### src/rtl/mux_sel_arbiter_pkg.sv
// -----------------------------------------------------------------------------
// mux_sel_arbiter_pkg
// Shared definitions for the 2:1 tri-state mux arbiter:
//   - state_e    : FSM state encodings (IDLE/GRANT_A/GRANT_B/TURN)
//   - SIDE_A/B   : requester identifiers, identical to the mux SEL values
//   - arbitrate(): round-robin pick used from IDLE and from the last TURN cycle
// -----------------------------------------------------------------------------
package mux_sel_arbiter_pkg;

  typedef enum logic [1:0] {
    ST_IDLE    = 2'b00,
    ST_GRANT_A = 2'b01,
    ST_GRANT_B = 2'b10,
    ST_TURN    = 2'b11
  } state_e;

  // Side identifiers double as the SEL value that routes that side to Y.
  localparam logic SIDE_A = 1'b0;
  localparam logic SIDE_B = 1'b1;

  // Round-robin pick: on contention the side that did not own the mux last wins.
  function automatic state_e arbitrate(input logic req_a, input logic req_b,
                                       input logic last);
    state_e pick;
    if (req_a && req_b) begin
      pick = (last == SIDE_A) ? ST_GRANT_B : ST_GRANT_A;
    end else if (req_a) begin
      pick = ST_GRANT_A;
    end else if (req_b) begin
      pick = ST_GRANT_B;
    end else begin
      pick = ST_IDLE;
    end
    return pick;
  endfunction

endpackage

### src/rtl/mux_sel_arbiter_if.sv
// -----------------------------------------------------------------------------
// mux_sel_arbiter_if
// Request/grant and mux-control bundle between the two requesters, the arbiter
// and the tri-state mux.
//   req_a, req_b : level requests from side A / side B
//   sel          : mux select (0 = A, 1 = B)
//   gbar         : mux output enable, active low (1 = Y tri-stated)
//   gnt_a, gnt_b : side A / side B owns the mux this cycle
// Modports:
//   master : requester side (drives requests, observes grants and mux control)
//   slave  : arbiter side (observes requests, drives grants and mux control)
// -----------------------------------------------------------------------------
interface mux_sel_arbiter_if;

  logic req_a;
  logic req_b;
  logic sel;
  logic gbar;
  logic gnt_a;
  logic gnt_b;

  modport master (
    output req_a, req_b,
    input  sel, gbar, gnt_a, gnt_b
  );

  modport slave (
    input  req_a, req_b,
    output sel, gbar, gnt_a, gnt_b
  );

endinterface

### src/rtl/arb_hold_cnt.sv
// -----------------------------------------------------------------------------
// arb_hold_cnt
// CW-bit up counter shared by the hold-time and turnaround timing.
//   clk, rst_n : clock, asynchronous active-low reset
//   clr        : return count to zero (wins over inc)
//   inc        : advance count by one
//   term       : terminal value to compare against
//   at_term    : current count equals term
// -----------------------------------------------------------------------------
module arb_hold_cnt #(
  parameter int CW = 3
) (
  input  logic          clk,
  input  logic          rst_n,
  input  logic          clr,
  input  logic          inc,
  input  logic [CW-1:0] term,
  output logic          at_term
);

  logic [CW-1:0] count_reg;

  always_ff @(posedge clk or negedge rst_n) begin
    if (!rst_n) begin
      count_reg <= '0;
    end else if (clr) begin
      count_reg <= '0;
    end else if (inc) begin
      count_reg <= count_reg + 1'b1;
    end
  end

  assign at_term = (count_reg == term);

endmodule

### src/rtl/mux_sel_arbiter.sv
// -----------------------------------------------------------------------------
// mux_sel_arbiter
// Arbitrates side A and side B for a 2:1 tri-state mux with round-robin
// fairness, a bounded hold time under contention, and a break-before-make
// turnaround (Gbar high) after every release.
//   clk   : rising-edge clock
//   rst_n : asynchronous active-low reset
//   bus   : mux_sel_arbiter_if.slave (req_a/req_b in; sel/gbar/gnt_a/gnt_b out)
// Parameters:
//   MAX_HOLD : max consecutive grant cycles while the other side requests
//   TA_CYC   : turnaround cycles with gbar=1 after each release
//   CW       : counter width, 2**CW >= max(MAX_HOLD, TA_CYC)
// -----------------------------------------------------------------------------
module mux_sel_arbiter
  import mux_sel_arbiter_pkg::*;
#(
  parameter int MAX_HOLD = 4,
  parameter int TA_CYC   = 1,
  parameter int CW       = 3
) (
  input  logic               clk,
  input  logic               rst_n,
  mux_sel_arbiter_if.slave   bus
);

  localparam logic [CW-1:0] HOLD_TERM = CW'(MAX_HOLD - 1);
  localparam logic [CW-1:0] TA_TERM   = CW'(TA_CYC - 1);

  state_e        state_reg;
  state_e        state_next;
  logic          cnt_clr;
  logic          cnt_inc;
  logic [CW-1:0] cnt_term;
  logic          cnt_at_term;

  logic          sel_reg;
  logic          gbar_reg;
  logic          gnt_a_reg;
  logic          gnt_b_reg;
  logic          last_reg;

  // One counter serves both timers: grant and TURN states never overlap, and
  // every state change clears it.
  arb_hold_cnt #(.CW(CW)) u_cnt (
    .clk     (clk),
    .rst_n   (rst_n),
    .clr     (cnt_clr),
    .inc     (cnt_inc),
    .term    (cnt_term),
    .at_term (cnt_at_term)
  );

  always_ff @(posedge clk or negedge rst_n) begin
    if (!rst_n) begin
      state_reg <= ST_IDLE;
    end else begin
      state_reg <= state_next;
    end
  end

  always_comb begin
    state_next = state_reg;
    cnt_clr    = 1'b0;
    cnt_inc    = 1'b0;
    cnt_term   = HOLD_TERM;
    case (state_reg)
      ST_IDLE: begin
        state_next = arbitrate(bus.req_a, bus.req_b, last_reg);
        cnt_clr    = 1'b1;
      end
      ST_GRANT_A: begin
        cnt_inc = 1'b1;
        if (!bus.req_a) begin
          state_next = ST_TURN;
          cnt_clr    = 1'b1;
        end else if (cnt_at_term) begin
          // Hold limit: yield if B waits, otherwise restart the window seamlessly.
          cnt_clr = 1'b1;
          if (bus.req_b) begin
            state_next = ST_TURN;
          end
        end
      end
      ST_GRANT_B: begin
        cnt_inc = 1'b1;
        if (!bus.req_b) begin
          state_next = ST_TURN;
          cnt_clr    = 1'b1;
        end else if (cnt_at_term) begin
          cnt_clr = 1'b1;
          if (bus.req_a) begin
            state_next = ST_TURN;
          end
        end
      end
      ST_TURN: begin
        cnt_term = TA_TERM;
        cnt_inc  = 1'b1;
        // Last turnaround cycle arbitrates directly so no idle cycle is lost.
        if (cnt_at_term) begin
          state_next = arbitrate(bus.req_a, bus.req_b, last_reg);
          cnt_clr    = 1'b1;
        end
      end
      default: begin
        state_next = ST_IDLE;
        cnt_clr    = 1'b1;
      end
    endcase
  end

  // Outputs are registered from the next state so they align with state_reg
  // and carry no combinational path from the requests.
  always_ff @(posedge clk or negedge rst_n) begin
    if (!rst_n) begin
      sel_reg   <= SIDE_A;
      gbar_reg  <= 1'b1;
      gnt_a_reg <= 1'b0;
      gnt_b_reg <= 1'b0;
      last_reg  <= SIDE_B;
    end else begin
      case (state_next)
        ST_GRANT_A: begin
          sel_reg   <= SIDE_A;
          gbar_reg  <= 1'b0;
          gnt_a_reg <= 1'b1;
          gnt_b_reg <= 1'b0;
          last_reg  <= SIDE_A;
        end
        ST_GRANT_B: begin
          sel_reg   <= SIDE_B;
          gbar_reg  <= 1'b0;
          gnt_a_reg <= 1'b0;
          gnt_b_reg <= 1'b1;
          last_reg  <= SIDE_B;
        end
        default: begin
          // IDLE / TURN: mux disabled, SEL parked on its last value.
          gbar_reg  <= 1'b1;
          gnt_a_reg <= 1'b0;
          gnt_b_reg <= 1'b0;
        end
      endcase
    end
  end

  assign bus.sel   = sel_reg;
  assign bus.gbar  = gbar_reg;
  assign bus.gnt_a = gnt_a_reg;
  assign bus.gnt_b = gnt_b_reg;

endmodule

### src/flat_wrapper.sv
// flat-port wrapper written by rule: the top's interface ports become plain ports
module mux_sel_arbiter_flat import mux_sel_arbiter_pkg::*;
#(
  parameter int MAX_HOLD = 4,
  parameter int TA_CYC   = 1,
  parameter int CW       = 3
)
  (clk, rst_n, bus_req_a, bus_req_b, bus_sel, bus_gbar, bus_gnt_a, bus_gnt_b);
  mux_sel_arbiter_if bus_i ();
  input  logic clk;
  input  logic rst_n;
  input wire logic [$bits(bus_i.req_a)-1:0] bus_req_a;
  input wire logic [$bits(bus_i.req_b)-1:0] bus_req_b;
  output wire logic [$bits(bus_i.sel)-1:0] bus_sel;
  output wire logic [$bits(bus_i.gbar)-1:0] bus_gbar;
  output wire logic [$bits(bus_i.gnt_a)-1:0] bus_gnt_a;
  output wire logic [$bits(bus_i.gnt_b)-1:0] bus_gnt_b;
  assign bus_i.req_a = bus_req_a;
  assign bus_i.req_b = bus_req_b;
  assign bus_sel = bus_i.sel;
  assign bus_gbar = bus_i.gbar;
  assign bus_gnt_a = bus_i.gnt_a;
  assign bus_gnt_b = bus_i.gnt_b;
  mux_sel_arbiter #(.MAX_HOLD(MAX_HOLD), .TA_CYC(TA_CYC), .CW(CW)) u_core (.clk(clk), .rst_n(rst_n), .bus(bus_i));
endmodule
### config.mk
export PLATFORM = sky130hd
export DESIGN_NAME = mux_sel_arbiter_flat
export DESIGN_NICKNAME = d
export VERILOG_FILES = /design/src/rtl/mux_sel_arbiter_pkg.sv /design/src/rtl/mux_sel_arbiter_if.sv /design/src/rtl/arb_hold_cnt.sv /design/src/rtl/mux_sel_arbiter.sv /design/src/flat_wrapper.sv
export SDC_FILE = /design/constraint.sdc
export NUM_CORES = 1
export LEC_CHECK = 0
export CAP_MARGIN = 20
export CELL_PAD_IN_SITES_DETAIL_PLACEMENT = 0
export CELL_PAD_IN_SITES_GLOBAL_PLACEMENT = 1
export CORE_AREA = 2 2 39 41
export DETAILED_ROUTE_END_ITERATION = 8
export DIE_AREA = 0 0 41 43
export GPL_TIMING_DRIVEN = 0
export PLACE_DENSITY = 0.73
export SLEW_MARGIN = 5
export SYNTH_ARGS = -nofsm -noshare
export SYNTH_HDL_FRONTEND = slang
export SYNTH_SLANG_ARGS = --single-unit
### constraint.sdc
create_clock -name clk -period 5.5 [get_ports clk]
set_input_delay 0.55 -clock clk [delete_from_list [all_inputs] [get_ports clk]]
set_output_delay 0.55 -clock clk [all_outputs]
set_load 0.02 [all_outputs]
# After elaboration in Yosys (flattened, before gate mapping)
# Cells that the tools add are included.
dict set report totals {
  regBits 10
  inputBits 4
  output_inout_bits 4
  elab_cells 44
}
dict set report classes {
  addsub 1
  n_eq_ne 6
  n_mux 24
  n_reduce_logical 6
}
# cell n
set ops {}
lappend ops {{$mux W2} 12}
lappend ops {{$pmux W2 S4} 1}
lappend ops {{$mux W1} 7}
lappend ops {{$eq A2 B2 Y1 const B} 3}
lappend ops {{$mux W3} 2}
lappend ops {{$eq A2 B1 Y1 const B} 2}
lappend ops {{$pmux W1 S4} 1}
lappend ops {{$reduce_bool A2 Y1} 2}
lappend ops {{$add A3 B1 Y3 const B} 1}
lappend ops {{$eq A3 B3 Y1} 1}
lappend ops {{$reduce_or A3 Y1} 1}
lappend ops {{$logic_not A2 Y1} 1}
lappend ops {{$pmux W1 S2} 1}
lappend ops {{$reduce_or A2 Y1} 1}
lappend ops {{$logic_and A1 B1 Y1} 1}

# Longest topological paths before layout
# Gate-level depths: netlist of the first run.
dict set report depth {
  depth_word 9
  ltp_mapped 8
  depth_no_buf 7
}

# By module
# Synthesis of the first run repeated with hierarchy kept, for this count alone.
dict set report hier_totals {
  cells_unflattened 50
  area_unflattened_um2 533.0
}
# module n_inst cells_per_inst area_per_inst_um2 seq_area_each_um2
set by_module_without_submodules {}
lappend by_module_without_submodules {mux_sel_arbiter 1 35 356.6 177.7}
lappend by_module_without_submodules {arb_hold_cnt 1 15 176.4 75.1}

# Worst setup path after synthesis of the first run
# Ideal clock, no wire load.
dict set report synth_path {
  path_type {input port to flip-flop}
  from {input port bus_req_b}
  to {register u_core.sel_reg, in the netlist u_core.bus.sel}
  setup_ps 65
  arrival_ps 1758
  required_time_ps 5435
  path_slack_ps 3677
  stages 7
  n_path_buf 0
  cell_sequence {inv_1 o21a_1 o22a_2 o221a_1 ha_1 nand2b_1 nand2_1}
}
dict set report synth_via {
  elab_chain_len 7
  word_cells_on_any_way 14
  cone_classes {eq/ne: 2; mux: 10; reduce/logical: 2}
}
# item line
set synth_lines {}
lappend synth_lines {{start: declaration} flat_wrapper.sv:13} ;# input wire logic [$bits(bus_i.req_b)-1:0] bus_req_b;
lappend synth_lines {{$mux W2} mux_sel_arbiter_pkg.sv:29} ;# end else if (req_b) begin
lappend synth_lines {{$mux W2} mux_sel_arbiter_pkg.sv:27} ;# end else if (req_a) begin
lappend synth_lines {{$mux W2} mux_sel_arbiter_pkg.sv:25} ;# if (req_a && req_b) begin
lappend synth_lines {{$mux W2} mux_sel_arbiter.sv:100} ;# if (cnt_at_term) begin
lappend synth_lines {{$pmux W2 S4 *} mux_sel_arbiter.sv:66} ;# case (state_reg)
lappend synth_lines {{$eq A2 B2 Y1 or $eq A2 B1 Y1 (tied branches)} mux_sel_arbiter.sv:122} ;# case (state_next)
lappend synth_lines {{$pmux W1 S2 or $reduce_bool A2 Y1 (tied branches)} -}
lappend synth_lines {{end signal: assignment} mux_sel_arbiter.sv:116} ;# sel_reg <= SIDE_A;
lappend synth_lines {{end signal: assignment} mux_sel_arbiter.sv:124} ;# sel_reg <= SIDE_A;
lappend synth_lines {{end signal: assignment} mux_sel_arbiter.sv:131} ;# sel_reg <= SIDE_B;
lappend synth_lines {{end: declaration} mux_sel_arbiter.sv:36} ;# logic sel_reg;
# Every way passes the cells marked *; elsewhere a longest branch is shown, timed or not.
# A chain may end at the register's enable or synchronous reset.

# Final worst setup path of the first run
# Same ends and word-level chain as after synthesis.

==> flow_results.xml, run 1 <==
<?xml version="1.0" encoding="UTF-8"?>
<metrics>
  <group name="sta">
    <metric name="maxSlewHeadroom" unit="%">69.9</metric>
    <metric name="final_sum_of_negative_setup_slack" unit="ps">0</metric>
    <metric name="fin_worst_skew" unit="ps">1.50</metric>
    <metric name="timing.final.hold_violations" unit="">0</metric>
    <metric name="least_margin_pin_slew" unit="ps">450</metric>
    <metric name="timing.final.ws_setup" unit="ps">3270</metric>
    <metric name="final_min_period_over_clock_period" unit="%">40.5</metric>
    <metric name="finalWorstPathRequiredPeriod" unit="ps">2230</metric>
    <metric name="timing.final.max_slew_violations" unit="">0</metric>
    <metric name="rsz_0062_raised_after_global_routing" unit="">false</metric>
    <metric name="number_of_endpoints_failing_setup_at_the_final_stage" unit="">0</metric>
    <metric name="achievable-frequency" unit="GHz">0.449</metric>
    <metric name="timing.hold.ws" unit="ps">478</metric>
  </group>
  <group name="synth">
    <metric name="largest_area_contributor_in_the_netlist" unit="">sky130_fd_sc_hd__dfrtp_1</metric>
    <metric name="synthesis.nets" unit="">53</metric>
    <metric name="post_synthesis_area_per_instance" unit="sq um">11.4</metric>
    <metric name="synth-edff-count" unit="">0</metric>
    <metric name="syn_inst" unit="">46</metric>
    <metric name="yosys.cell_types.count" unit="">26</metric>
    <metric name="synth.top_cell.area_share" unit="%">38.2</metric>
    <metric name="syn-cell-area" unit="sq um">524</metric>
    <metric name="synthesis.yosys.warnings" unit="">0</metric>
    <metric name="seq_area_frac_synth" unit="%">48.2</metric>
    <metric name="yosys-top-cells-count" unit="">8 x sky130_fd_sc_hd__dfrtp_1, 5 x sky130_fd_sc_hd__nand2_1, 4 x sky130_fd_sc_hd__nor2_1, 3 x sky130_fd_sc_hd__ha_1</metric>
    <metric name="synthMostInstantiatedCell" unit="">sky130_fd_sc_hd__dfrtp_1</metric>
    <metric name="synth_async_sr_flop_share" unit="%">100</metric>
    <metric name="synth-main-ff-cell" unit="">sky130_fd_sc_hd__dfrtp_1</metric>
    <metric name="ys_ff_latch" unit="">10</metric>
    <metric name="netlist_top_cells_area" unit="">sky130_fd_sc_hd__dfrtp_1 38%, sky130_fd_sc_hd__dfstp_2 10%, sky130_fd_sc_hd__ha_1 7.2%</metric>
  </group>
  <group name="power">
    <metric name="peakVddDrop" unit="mV">0.257</metric>
    <metric name="netSwitchingFraction" unit="%">37.5</metric>
    <metric name="internal_power" unit="mW">0.237</metric>
    <metric name="share_seq_of_total_power" unit="%">34.9</metric>
    <metric name="power-per-cell-area" unit="mW/mm^2">596</metric>
    <metric name="combPwrFrac" unit="%">52.7</metric>
    <metric name="leakage" unit="nW">0.272</metric>
    <metric name="clockPowerShare" unit="%">12.4</metric>
    <metric name="switching_power" unit="mW">0.142</metric>
    <metric name="finalPower" unit="mW">0.380</metric>
  </group>
  <group name="cells_and_area">
    <metric name="finish.net_count" unit="">65</metric>
    <metric name="layout-drive-gt1-share" unit="%">25.0</metric>
    <metric name="layout.filler_cells" unit="">149</metric>
    <metric name="final_cell_count_no_fill" unit="">72</metric>
    <metric name="antenna-diode-count" unit="">0</metric>
    <metric name="area_delta_synth_final" unit="%">21.5</metric>
    <metric name="largest_register_ff_count" unit="">3</metric>
  </group>
  <group name="critical_path">
    <metric name="setup.worst_path.start" unit="">bus_req_b</metric>
    <metric name="max_stage_delay" unit="ps">530</metric>
    <metric name="critPathSlowestCell" unit="">sky130_fd_sc_hd__clkdlybuf4s50_1</metric>
    <metric name="worstSetupEndpointType" unit="">flop</metric>
    <metric name="setup_crit_start_kind" unit="">input pin</metric>
    <metric name="path_class" unit="">input pin to flop</metric>
    <metric name="worst_r2r_endpoint" unit="">u_core.bus.sel</metric>
    <metric name="critPathMaxFanout" unit="">4</metric>
    <metric name="crit_end" unit="">u_core.bus.sel</metric>
    <metric name="rr_worst_depth" unit="">6</metric>
    <metric name="reg2reg_from" unit="">u_core.u_cnt.count_reg[0]</metric>
    <metric name="rrSetupSlack" unit="ps">3580</metric>
    <metric name="cp.required" unit="ps">5690</metric>
    <metric name="cp.arrival" unit="ps">2420</metric>
    <metric name="worstPathCellList" unit="">clkdlybuf4s50_1 -&gt; inv_1 -&gt; o21a_1 -&gt; o22a_2 -&gt; o221a_1 -&gt; ha_1 -&gt; nand2b_1 -&gt; nand2_1</metric>
  </group>
  <group name="clock_tree">
    <metric name="cts.root.buffer_cell" unit="">sky130_fd_sc_hd__clkbuf_4</metric>
    <metric name="clock_sink_count" unit="">10</metric>
    <metric name="tritoncts" unit="">done</metric>
    <metric name="cts.path.max_buffers" unit="">2</metric>
    <metric name="insertion_delay" unit="ps">250</metric>
    <metric name="postCtsHoldBufs" unit="">0</metric>
    <metric name="cts-resized-gates" unit="">0</metric>
    <metric name="clock_slew_seen_by_the_registers_of_the_worst_setup_and_hold_paths" unit="ps">60</metric>
    <metric name="clock_tree.htree_level_count" unit="">1</metric>
    <metric name="tritoncts.num_buffers" unit="">3</metric>
    <metric name="cts_setup_buffers" unit="">0</metric>
  </group>
  <group name="drt">
    <metric name="via_count" unit="">381</metric>
    <metric name="dr.pass1.iters" unit="">4</metric>
    <metric name="total_routed_length" unit="um">819</metric>
    <metric name="wire_per_inst" unit="um">11.4</metric>
    <metric name="ant_nets" unit="">0</metric>
    <metric name="drt-vias-per-instance" unit="">5.29</metric>
    <metric name="dr.first_iter.drc_count" unit="">5</metric>
    <metric name="drc" unit="">0</metric>
  </group>
  <group name="min_path">
    <metric name="holdCritPathClass" unit="">flop to flop</metric>
  </group>
  <group name="global_route">
    <metric name="grt_pass1_vias" unit="">339</metric>
    <metric name="maximum_number_of_pins_on_one_net_before_global_route_repair" unit="">11</metric>
    <metric name="grt_antenna_before_repair" unit="">0</metric>
    <metric name="grt_remaining_overflow" unit="">0</metric>
    <metric name="grt_first_pass_wirelength" unit="mm">1.39</metric>
    <metric name="global_route.usage.total" unit="%">12.3</metric>
  </group>
  <group name="placement">
    <metric name="numPortBuffers" unit="">7</metric>
    <metric name="placed_cells" unit="">69</metric>
    <metric name="dpl.hpwl" unit="um">639</metric>
    <metric name="pre_cts_slack" unit="ps">3000</metric>
    <metric name="global_placer_s_final_weighted_congestion" unit="">0.681</metric>
  </group>
  <group name="floorplanning">
    <metric name="width_of_the_die" unit="um">41</metric>
    <metric name="placement_rows" unit="">14</metric>
    <metric name="floorplan.die_area" unit="sq mm">0.00176</metric>
    <metric name="design.portCount" unit="">8</metric>
    <metric name="floorplan.initialDensity" unit="%">37.9</metric>
    <metric name="core_region_area" unit="sq mm">0.00138</metric>
    <metric name="dieHeight" unit="um">43</metric>
  </group>
  <group name="run_status">
    <metric name="status" unit="">complete, no violations</metric>
  </group>
  <group name="job">
    <metric name="max_cap_viol_count" unit="">0</metric>
  </group>
</metrics>
## placed cells by master (no fill, tap or decap)
| cell | netlist | layout |
|---|---|---|
| sky130_fd_sc_hd__nor2b_1 | 1 | 1 |
| sky130_fd_sc_hd__o21a_1 | 1 | 1 |
| sky130_fd_sc_hd__a21boi_0 | 1 | 1 |
| sky130_fd_sc_hd__clkdlybuf4s50_1 | 0 | 7 |
| sky130_fd_sc_hd__ha_1 | 3 | 3 |
| sky130_fd_sc_hd__or3_4 | 1 | 1 |
| sky130_fd_sc_hd__o21ai_2 | 1 | 1 |
| sky130_fd_sc_hd__nand2_2 | 1 | 1 |
| sky130_fd_sc_hd__o221ai_2 | 1 | 1 |
| sky130_fd_sc_hd__nor2_1 | 4 | 4 |
| sky130_fd_sc_hd__buf_4 | 1 | 1 |
| sky130_fd_sc_hd__dfstp_2 | 2 | 2 |
| sky130_fd_sc_hd__inv_1 | 2 | 2 |
| sky130_fd_sc_hd__a21o_2 | 1 | 1 |
| sky130_fd_sc_hd__xnor2_1 | 1 | 1 |
| sky130_fd_sc_hd__nand2b_1 | 1 | 1 |
| sky130_fd_sc_hd__or2_1 | 1 | 1 |
| sky130_fd_sc_hd__o221ai_1 | 2 | 2 |
| sky130_fd_sc_hd__o22a_2 | 1 | 1 |
| sky130_fd_sc_hd__dfrtp_1 | 8 | 8 |
| sky130_fd_sc_hd__mux2_2 | 1 | 1 |
| sky130_fd_sc_hd__a21oi_1 | 1 | 1 |
| sky130_fd_sc_hd__clkbuf_4 | 0 | 3 |
| sky130_fd_sc_hd__nor3b_1 | 1 | 1 |
| sky130_fd_sc_hd__o211ai_1 | 1 | 1 |
| sky130_fd_sc_hd__o221a_2 | 1 | 1 |
| sky130_fd_sc_hd__o221a_1 | 2 | 2 |
| sky130_fd_sc_hd__nand2_1 | 5 | 5 |
## worst max-delay path, delay by kind of cell
kind	cells	cell delay, ps
AND/OR/NAND/NOR	2	230
adder cells (fa/ha/maj)	1	330
buffers and inverters	2	620
AO/OA/AOI/OAI	3	690
## final cells by class
class | instances | area (sq um) | area share (%)
timing repair buffer | 7 | 70.1 | 11.0
sequential | 10 | 253 | 39.7
inverter | 2 | 7.51 | 1.18
tap | 16 | 20.0 | 3.14
clock buffer | 3 | 22.5 | 3.54
multi-input combinational | 33 | 256 | 40.3
buffer | 1 | 7.51 | 1.18
## layer usage
layer  wire [um]  share of wire (%)  GRT usage (%)  vias to the layer above
li1            -                  -              -                      194
met1         383                 47           14.9                      176
met2         382                 47           17.2                       11
met3          53                6.5           9.42                        0
met4           0                  0           2.00                        0
met5           0                  0              0                        -
## kinds of logic after synthesis
kind of cell | share of synthesized area, %
AOI/OAI and AO/OA | 23.2
and+or+nand+nor | 14.8
muxes | 2.15
adders and majority gates | 7.16
DFF | 48.2
xor gates and xnor gates | 1.67
buffers and inverters | 2.87
## power groups by stage
stage | registers [mW] | logic (mW) | clock network [mW]
finish | 0.133 | 0.200 | 0.0470
CTS | 0.133 | 0.204 | 0.0504
detailed placement | 0.134 | 0.204 | 0
global placement | 0.134 | 0.201 | 0
global route | 0.137 | 0.225 | 0.0556
floorplan | 0.146 | 0.137 | 0
## per-stage QoR
step	utilization [%]	area [sq um]
3_3_place_gp	44.4	614
5_1_grt	46.0	637
3_5_place_dp	44.4	614
4_1_cts	46.0	637
6_report	46.0	637
2_1_floorplan	-	524
## how the worst min path moves through the flow
| stage | start | endpoint | slack [ps] | cells past startpoint |
|---|---|---|---|---|
| after floorplan | rst_n | u_core.bus.gnt_a | 250 | 0 |
| after CTS | u_core.bus.sel | u_core.bus.sel | 480 | 2 |
| after global placement | u_core.bus.sel | u_core.bus.sel | 460 | 2 |
| after global routing | u_core.u_cnt.count_reg[0] | u_core.u_cnt.count_reg[0] | 510 | 1 |
| final | u_core.bus.sel | u_core.bus.sel | 480 | 2 |
| after detailed placement | u_core.bus.sel | u_core.bus.sel | 470 | 2 |
Power figures use the tool's default switching activity.
==> run 2: changes to the inputs <==
--- a/config.mk
+++ b/config.mk
@@ -8,11 +8,11 @@
 export CAP_MARGIN = 20
 export CELL_PAD_IN_SITES_DETAIL_PLACEMENT = 0
 export CELL_PAD_IN_SITES_GLOBAL_PLACEMENT = 1
-export CORE_AREA = 2 2 39 41
+export CORE_MARGIN = 2
+export CORE_UTILIZATION = 35
 export DETAILED_ROUTE_END_ITERATION = 8
-export DIE_AREA = 0 0 41 43
 export GPL_TIMING_DRIVEN = 0
-export PLACE_DENSITY = 0.73
+export PLACE_DENSITY = 0.69
 export SLEW_MARGIN = 5
 export SYNTH_ARGS = -nofsm -noshare
 export SYNTH_HDL_FRONTEND = slang
==> constraint.sdc (replaced) <==
create_clock -name clk -period 1.8 [get_ports clk]
set_input_delay 0.18 -clock clk [delete_from_list [all_inputs] [get_ports clk]]
set_output_delay 0.18 -clock clk [all_outputs]
set_load 0.02 [all_outputs]
==> run 2 against run 1 <==
The run now ends with setup timing left. Non-clock buffer count increased by 3. Worst hold slack worse by 260 ps. Die area increased by 3.4%. Highest routed layer unchanged. Combinational power increased to 3.9 times the previous value. First-iteration DRC count is 20% lower. Global-route usage decreased by 0.22 points. Utilization is 6.2 points higher. Cell area up 11%. Critical path depth unchanged. Critical path type unchanged.
==> flow_results.xml, run 2 (synthesis results as in run 1) <==
<?xml version="1.0" encoding="UTF-8"?>
<metrics>
  <group name="run_status">
    <metric name="status" unit="">complete, but fails checks</metric>
    <metric name="violations" unit="">setup timing</metric>
  </group>
  <group name="sta">
    <metric name="fin_worst_skew" unit="ps">1.52</metric>
    <metric name="number_of_endpoints_failing_setup_at_the_final_stage" unit="">2</metric>
    <metric name="timing.hold.ws" unit="ps">219</metric>
    <metric name="achievable-frequency" unit="GHz">0.542</metric>
    <metric name="timing.final.hold_violations" unit="">0</metric>
    <metric name="least_margin_pin_slew" unit="ps">429</metric>
    <metric name="timing.final.max_slew_violations" unit="">0</metric>
    <metric name="final_min_period_over_clock_period" unit="%">103</metric>
    <metric name="timing.final.ws_setup" unit="ps">-45.7</metric>
    <metric name="rsz_0062_raised_after_global_routing" unit="">true</metric>
    <metric name="finalWorstPathRequiredPeriod" unit="ps">1850</metric>
    <metric name="maxSlewHeadroom" unit="%">71.3</metric>
  </group>
  <group name="cells_and_area">
    <metric name="seqCellArea" unit="sq um">253</metric>
    <metric name="postLayoutCellArea" unit="sq um">704</metric>
    <metric name="layout.cells.most_common_list" unit="">8 x sky130_fd_sc_hd__dfrtp_1, 7 x sky130_fd_sc_hd__clkdlybuf4s50_1, 4 x sky130_fd_sc_hd__buf_4, 4 x sky130_fd_sc_hd__nor2_1, 4 x sky130_fd_sc_hd__nand2_1</metric>
    <metric name="area_delta_synth_final" unit="%">34.4</metric>
    <metric name="layout.filler_cells" unit="">135</metric>
    <metric name="multi_input_area" unit="sq um">289</metric>
    <metric name="largest_register_ff_count" unit="">3</metric>
    <metric name="most_frequent_standard_cell_in_the_layout_excluding_fill_and_tap_cells" unit="">sky130_fd_sc_hd__dfrtp_1</metric>
    <metric name="finish.net_count" unit="">68</metric>
    <metric name="final_cell_count_no_fill" unit="">75</metric>
    <metric name="layout-drive-gt1-share" unit="%">38.3</metric>
    <metric name="antenna-diode-count" unit="">0</metric>
  </group>
  <group name="placement">
    <metric name="global_placer_s_final_weighted_congestion" unit="">0.697</metric>
    <metric name="pre_cts_slack" unit="ps">-397</metric>
    <metric name="place_area" unit="sq um">626</metric>
    <metric name="dpl.hpwl" unit="um">762</metric>
    <metric name="numPortBuffers" unit="">7</metric>
    <metric name="placed_cells" unit="">68</metric>
  </group>
  <group name="drt">
    <metric name="drc" unit="">0</metric>
    <metric name="drt-vias-per-instance" unit="">5.28</metric>
    <metric name="dr.first_iter.drc_count" unit="">4</metric>
    <metric name="dr.pass1.iters" unit="">2</metric>
    <metric name="wire_per_inst" unit="um">12.9</metric>
    <metric name="via_count" unit="">396</metric>
    <metric name="ant_nets" unit="">0</metric>
    <metric name="total_routed_length" unit="um">968</metric>
  </group>
  <group name="global_route">
    <metric name="grt_pass1_vias" unit="">383</metric>
    <metric name="grt_remaining_overflow" unit="">0</metric>
    <metric name="maximum_number_of_pins_on_one_net_before_global_route_repair" unit="">11</metric>
    <metric name="grt_antenna_before_repair" unit="">0</metric>
    <metric name="global_route.usage.total" unit="%">12.0</metric>
    <metric name="grt_first_pass_wirelength" unit="mm">1.58</metric>
  </group>
  <group name="critical_path">
    <metric name="max_stage_delay" unit="ps">550</metric>
    <metric name="cp.arrival" unit="ps">2010</metric>
    <metric name="worstPathCellList" unit="">clkdlybuf4s50_1 -&gt; inv_1 -&gt; o21a_1 -&gt; o22a_2 -&gt; o221a_1 -&gt; ha_4 -&gt; nand2b_4 -&gt; nand2_2</metric>
    <metric name="critPathMaxFanout" unit="">4</metric>
    <metric name="setup_crit_start_kind" unit="">input pin</metric>
    <metric name="path_class" unit="">input pin to flop</metric>
    <metric name="cp.required" unit="ps">1960</metric>
    <metric name="worstSetupEndpointType" unit="">flop</metric>
    <metric name="critPathSlowestCell" unit="">sky130_fd_sc_hd__clkdlybuf4s50_1</metric>
  </group>
  <group name="floorplanning">
    <metric name="design.portCount" unit="">8</metric>
    <metric name="width_of_the_die" unit="um">42.7</metric>
    <metric name="core_region_area" unit="sq mm">0.00135</metric>
    <metric name="floorplan.initialDensity" unit="%">38.8</metric>
    <metric name="dieHeight" unit="um">42.7</metric>
    <metric name="floorplan.die_area" unit="sq mm">0.00182</metric>
    <metric name="placement_rows" unit="">13</metric>
  </group>
  <group name="clock_tree">
    <metric name="insertion_delay" unit="ps">260</metric>
    <metric name="clock_slew_seen_by_the_registers_of_the_worst_setup_and_hold_paths" unit="ps">60</metric>
    <metric name="tritoncts" unit="">done</metric>
    <metric name="clock_sink_count" unit="">10</metric>
    <metric name="cts.root.buffer_cell" unit="">sky130_fd_sc_hd__clkbuf_4</metric>
    <metric name="clock_tree.htree_level_count" unit="">1</metric>
    <metric name="cts.path.max_buffers" unit="">2</metric>
    <metric name="tritoncts.num_buffers" unit="">3</metric>
  </group>
  <group name="power">
    <metric name="peakVddDrop" unit="mV">0.878</metric>
    <metric name="power-per-cell-area" unit="mW/mm^2">1970</metric>
    <metric name="leakage" unit="nW">0.302</metric>
  </group>
  <group name="min_path">
    <metric name="holdCritPathClass" unit="">input pin to async pin</metric>
  </group>
  <group name="job">
    <metric name="max_cap_viol_count" unit="">0</metric>
  </group>
</metrics>
[run 2: final timing paths]
kind | startpoint | slack [ps] | endpoint | cells after the start
worst min-delay path | rst_n | 220 | u_core.bus.sel | 1
min in group clk | u_core.last_reg | 480 | u_core.last_reg | 2
worst max-delay path | bus_req_b | -50 | u_core.bus.sel | 8
worst min register to register | u_core.last_reg | 480 | u_core.last_reg | 2
worst max register to register | u_core.u_cnt.count_reg[0] | -40 | u_core.bus.sel | 6
max in group asynchronous | rst_n | 1250 | u_core.last_reg | 1
[run 2: critical path: cells and delay by family]
family	cells	cell delay, ps
buf+inv	2	640
simple gates	2	160
fa+ha+maj	1	290
compound gates	3	740
[run 2: report_power, final]
group	total (mW)	switching, mW	internal [mW]
registers	0.405	0.0656	0.339
logic	0.784	0.368	0.416
clock network	0.198	0.0751	0.123
[run 2: per-stage QoR]
| step | power (mW) | setup TNS [ps] | utilization, % |
|---|---|---|---|
| global route | 1.49 | -177 | 52.2 |
| finish | 1.39 | -57.7 | 52.2 |
| global placement | 1.05 | -534 | 46.3 |
| CTS | 1.39 | -41.8 | 51.3 |
| floorplan | 0.902 | 0 | - |
| detailed placement | 1.09 | -1030 | 46.3 |
[run 2: layout make-up]
cell class	count	share of cell area, %
plain buffers	1	1.07
clock buffers	4	5.15
inverters	2	1.07
multi-input cells	33	41.0
flip-flops and latches	10	35.9
well taps	15	2.66
repair buffers	10	13.1
[run 2: repair_timing]
| item | CTS | global route |
|---|---|---|
| buffers inserted | 2 | 1 |
| endpoints found under the setup margin | 2 | 2 |
| gates resized for setup | 4 | 1 |
| pin swaps | 1 | 0 |
| hold buffers | 0 | 0 |
[run 2: layer usage]
| layer | vias up | wire, um | track usage [%] |
|---|---|---|---|
| li1 | 198 | - | - |
| met1 | 189 | 400 | 12.8 |
| met2 | 9 | 517 | 20.3 |
| met3 | 0 | 51 | 6.38 |
| met4 | 0 | 0 | 3.75 |
| met5 | - | 0 | 0 |
==> run 3: changes to the inputs <==
--- a/config.mk
+++ b/config.mk
@@ -13,6 +13,7 @@
 export DETAILED_ROUTE_END_ITERATION = 8
 export GPL_TIMING_DRIVEN = 0
 export PLACE_DENSITY = 0.69
+export SETUP_SLACK_MARGIN = 0.05
 export SLEW_MARGIN = 5
 export SYNTH_ARGS = -nofsm -noshare
 export SYNTH_HDL_FRONTEND = slang
==> run 3 against run 2 <==
The run still ends with setup timing left. Worst setup slack worse by 38 ps. Highest routed layer unchanged. Clock skew is 1.0 ps higher. Sequential power is 2% higher. Worst hold slack better by 4.3 ps. Via count is 1.3% higher. Clock power hardly changed. Fmax is 2.0% lower. Combinational power is 7.9% higher. Final cell count stayed put. Die area stayed put.
==> flow_results.xml, run 3 (synthesis results as in run 1) <==
<?xml version="1.0" encoding="UTF-8"?>
<metrics>
  <group name="drt">
    <metric name="via_count" unit="">401</metric>
    <metric name="wire_per_inst" unit="um">13.3</metric>
    <metric name="wirelength_met1" unit="um">409</metric>
    <metric name="ant_nets" unit="">0</metric>
    <metric name="drt-vias-per-instance" unit="">5.35</metric>
    <metric name="met3WireLength" unit="um">47</metric>
    <metric name="dr.first_iter.drc_count" unit="">9</metric>
    <metric name="route.top_layer_used" unit="">met3</metric>
    <metric name="drc" unit="">0</metric>
    <metric name="total_routed_length" unit="um">999</metric>
    <metric name="met2_wirelength" unit="um">542</metric>
    <metric name="dr.pass1.iters" unit="">4</metric>
  </group>
  <group name="global_route">
    <metric name="grt_remaining_overflow" unit="">0</metric>
    <metric name="grt_first_pass_wirelength" unit="mm">1.64</metric>
    <metric name="grt_pass1_vias" unit="">385</metric>
    <metric name="global_route.usage.total" unit="%">12.4</metric>
    <metric name="grt_antenna_before_repair" unit="">0</metric>
    <metric name="maximum_number_of_pins_on_one_net_before_global_route_repair" unit="">11</metric>
  </group>
  <group name="power">
    <metric name="finalPower" unit="mW">1.45</metric>
    <metric name="peakVddDrop" unit="mV">0.852</metric>
    <metric name="leakage" unit="nW">0.305</metric>
    <metric name="power-per-cell-area" unit="mW/mm^2">1990</metric>
  </group>
  <group name="placement">
    <metric name="dpl.hpwl" unit="um">764</metric>
    <metric name="pre_cts_slack" unit="ps">-344</metric>
    <metric name="numPortBuffers" unit="">7</metric>
    <metric name="global_placer_s_final_weighted_congestion" unit="">0.695</metric>
  </group>
  <group name="sta">
    <metric name="maxSlewHeadroom" unit="%">71.2</metric>
    <metric name="timing.final.max_slew_violations" unit="">0</metric>
    <metric name="timing.final.ws_setup" unit="ps">-83.4</metric>
    <metric name="final_sum_of_negative_setup_slack" unit="ps">-115</metric>
    <metric name="rsz_0062_raised_after_global_routing" unit="">true</metric>
    <metric name="achievable-frequency" unit="GHz">0.531</metric>
    <metric name="number_of_endpoints_failing_setup_at_the_final_stage" unit="">2</metric>
    <metric name="timing.final.hold_violations" unit="">0</metric>
    <metric name="timing.hold.ws" unit="ps">223</metric>
    <metric name="fin_worst_skew" unit="ps">2.53</metric>
    <metric name="final_min_period_over_clock_period" unit="%">105</metric>
    <metric name="finalWorstPathRequiredPeriod" unit="ps">1880</metric>
    <metric name="least_margin_pin_slew" unit="ps">430</metric>
  </group>
  <group name="clock_tree">
    <metric name="cts.path.max_buffers" unit="">2</metric>
    <metric name="cts.root.buffer_cell" unit="">sky130_fd_sc_hd__clkbuf_4</metric>
    <metric name="clock_sink_count" unit="">10</metric>
    <metric name="tritoncts" unit="">done</metric>
    <metric name="insertion_delay" unit="ps">260</metric>
    <metric name="tritoncts.num_buffers" unit="">3</metric>
    <metric name="clock_tree.htree_level_count" unit="">1</metric>
    <metric name="postCtsHoldBufs" unit="">0</metric>
    <metric name="clock_slew_seen_by_the_registers_of_the_worst_setup_and_hold_paths" unit="ps">60</metric>
  </group>
  <group name="cells_and_area">
    <metric name="area_delta_synth_final" unit="%">39.6</metric>
    <metric name="finish.net_count" unit="">68</metric>
    <metric name="layout.filler_cells" unit="">121</metric>
    <metric name="antenna-diode-count" unit="">0</metric>
    <metric name="largest_register_ff_count" unit="">3</metric>
    <metric name="layout.cells.most_common_list" unit="">7 x sky130_fd_sc_hd__clkdlybuf4s50_1, 7 x sky130_fd_sc_hd__dfrtp_1, 4 x sky130_fd_sc_hd__nor2_1, 4 x sky130_fd_sc_hd__nand2_1</metric>
    <metric name="layout-drive-gt1-share" unit="%">41.7</metric>
  </group>
  <group name="critical_path">
    <metric name="critPathMaxFanout" unit="">4</metric>
    <metric name="path_class" unit="">input pin to flop</metric>
    <metric name="rr_worst_depth" unit="">6</metric>
    <metric name="cp.arrival" unit="ps">2040</metric>
    <metric name="max_stage_delay" unit="ps">550</metric>
    <metric name="worst_r2r_endpoint" unit="">u_core.bus.sel</metric>
    <metric name="worstPathCellList" unit="">clkdlybuf4s50_1 -&gt; inv_1 -&gt; o21a_1 -&gt; o22a_2 -&gt; o221a_1 -&gt; ha_4 -&gt; nand2b_4 -&gt; nand2_1</metric>
    <metric name="worstSetupEndpointType" unit="">flop</metric>
    <metric name="critPathSlowestCell" unit="">sky130_fd_sc_hd__clkdlybuf4s50_1</metric>
    <metric name="cp.required" unit="ps">1950</metric>
    <metric name="reg2reg_from" unit="">u_core.u_cnt.count_reg[1]</metric>
    <metric name="rrSetupSlack" unit="ps">-60</metric>
    <metric name="setup_crit_start_kind" unit="">input pin</metric>
  </group>
  <group name="floorplanning">
    <metric name="core_region_area" unit="sq mm">0.00135</metric>
    <metric name="dieHeight" unit="um">42.7</metric>
    <metric name="floorplan.initialDensity" unit="%">38.8</metric>
    <metric name="placement_rows" unit="">13</metric>
    <metric name="floorplan.die_area" unit="sq mm">0.00182</metric>
    <metric name="width_of_the_die" unit="um">42.7</metric>
    <metric name="design.portCount" unit="">8</metric>
  </group>
  <group name="run_status">
    <metric name="status" unit="">complete, but fails checks</metric>
    <metric name="violations" unit="">setup timing</metric>
  </group>
  <group name="job">
    <metric name="max_cap_viol_count" unit="">0</metric>
  </group>
  <group name="min_path">
    <metric name="holdCritPathClass" unit="">input pin to async pin</metric>
  </group>
</metrics>
## run 3: stage by stage
step | cells | utilization (%) | instance area (sq um)
global route | 75 | 54.2 | 732
detailed placement | 68 | 46.3 | 626
CTS | 75 | 52.8 | 713
floorplan | 46 | - | 537
global placement | 68 | 46.3 | 626
finish | 75 | 54.2 | 732
## run 3: repair_timing
item,4_1_cts,5_1_grt
pin swaps,3,4
endpoints found under the hold margin,0,0
gates resized for setup,5,5
buffers inserted,3,0
setup endpoints to repair,2,3
## run 3: worst max path at each step
stage | slack [ps] | from | to | depth (start not counted)
2_1_floorplan | 20 | u_core.u_cnt.count_reg[0] | u_core.bus.sel | 6
3_3_place_gp | -270 | bus_req_b | u_core.bus.sel | 8
3_5_place_dp | -340 | bus_req_b | u_core.bus.sel | 8
4_1_cts | -70 | u_core.u_cnt.count_reg[0] | u_core.bus.sel | 6
5_1_grt | -100 | u_core.u_cnt.count_reg[1] | u_core.bus.sel | 7
6_report | -80 | bus_req_b | u_core.bus.sel | 8
## run 3: layer usage
metal	GRT usage (%)	vias to the layer above
li1	-	198
met1	13.9	194
met2	21.2	9
met3	6.38	0
met4	1.88	0
met5	0	-
## run 3: cell type report
type | instances | area, sq um | area share [%]
buffer | 1 | 7.51 | 1.03
clock buffer | 4 | 36.3 | 4.96
inverter | 2 | 7.51 | 1.03
timing repair buffer | 10 | 96.3 | 13.2
multi-input combinational | 33 | 312 | 42.6
sequential | 10 | 254 | 34.7
tap | 15 | 18.8 | 2.56
## run 3: power by group
group          internal [mW]  leakage, nW  total [mW]  switching, mW
Combinational          0.451        0.164       0.846          0.395
Clock                  0.123       0.0210       0.196         0.0731
Sequential             0.341        0.121       0.413         0.0720
Total                  0.914        0.305        1.46          0.541
## run 3: critical path: cells and delay by family
| kind | cells | cell delay [ps] |
|---|---|---|
| and+or+nand+nor | 2 | 170 |
| buffers and inverters | 2 | 650 |
| adders and majority gates | 1 | 290 |
| AOI/OAI and AO/OA | 3 | 730 |
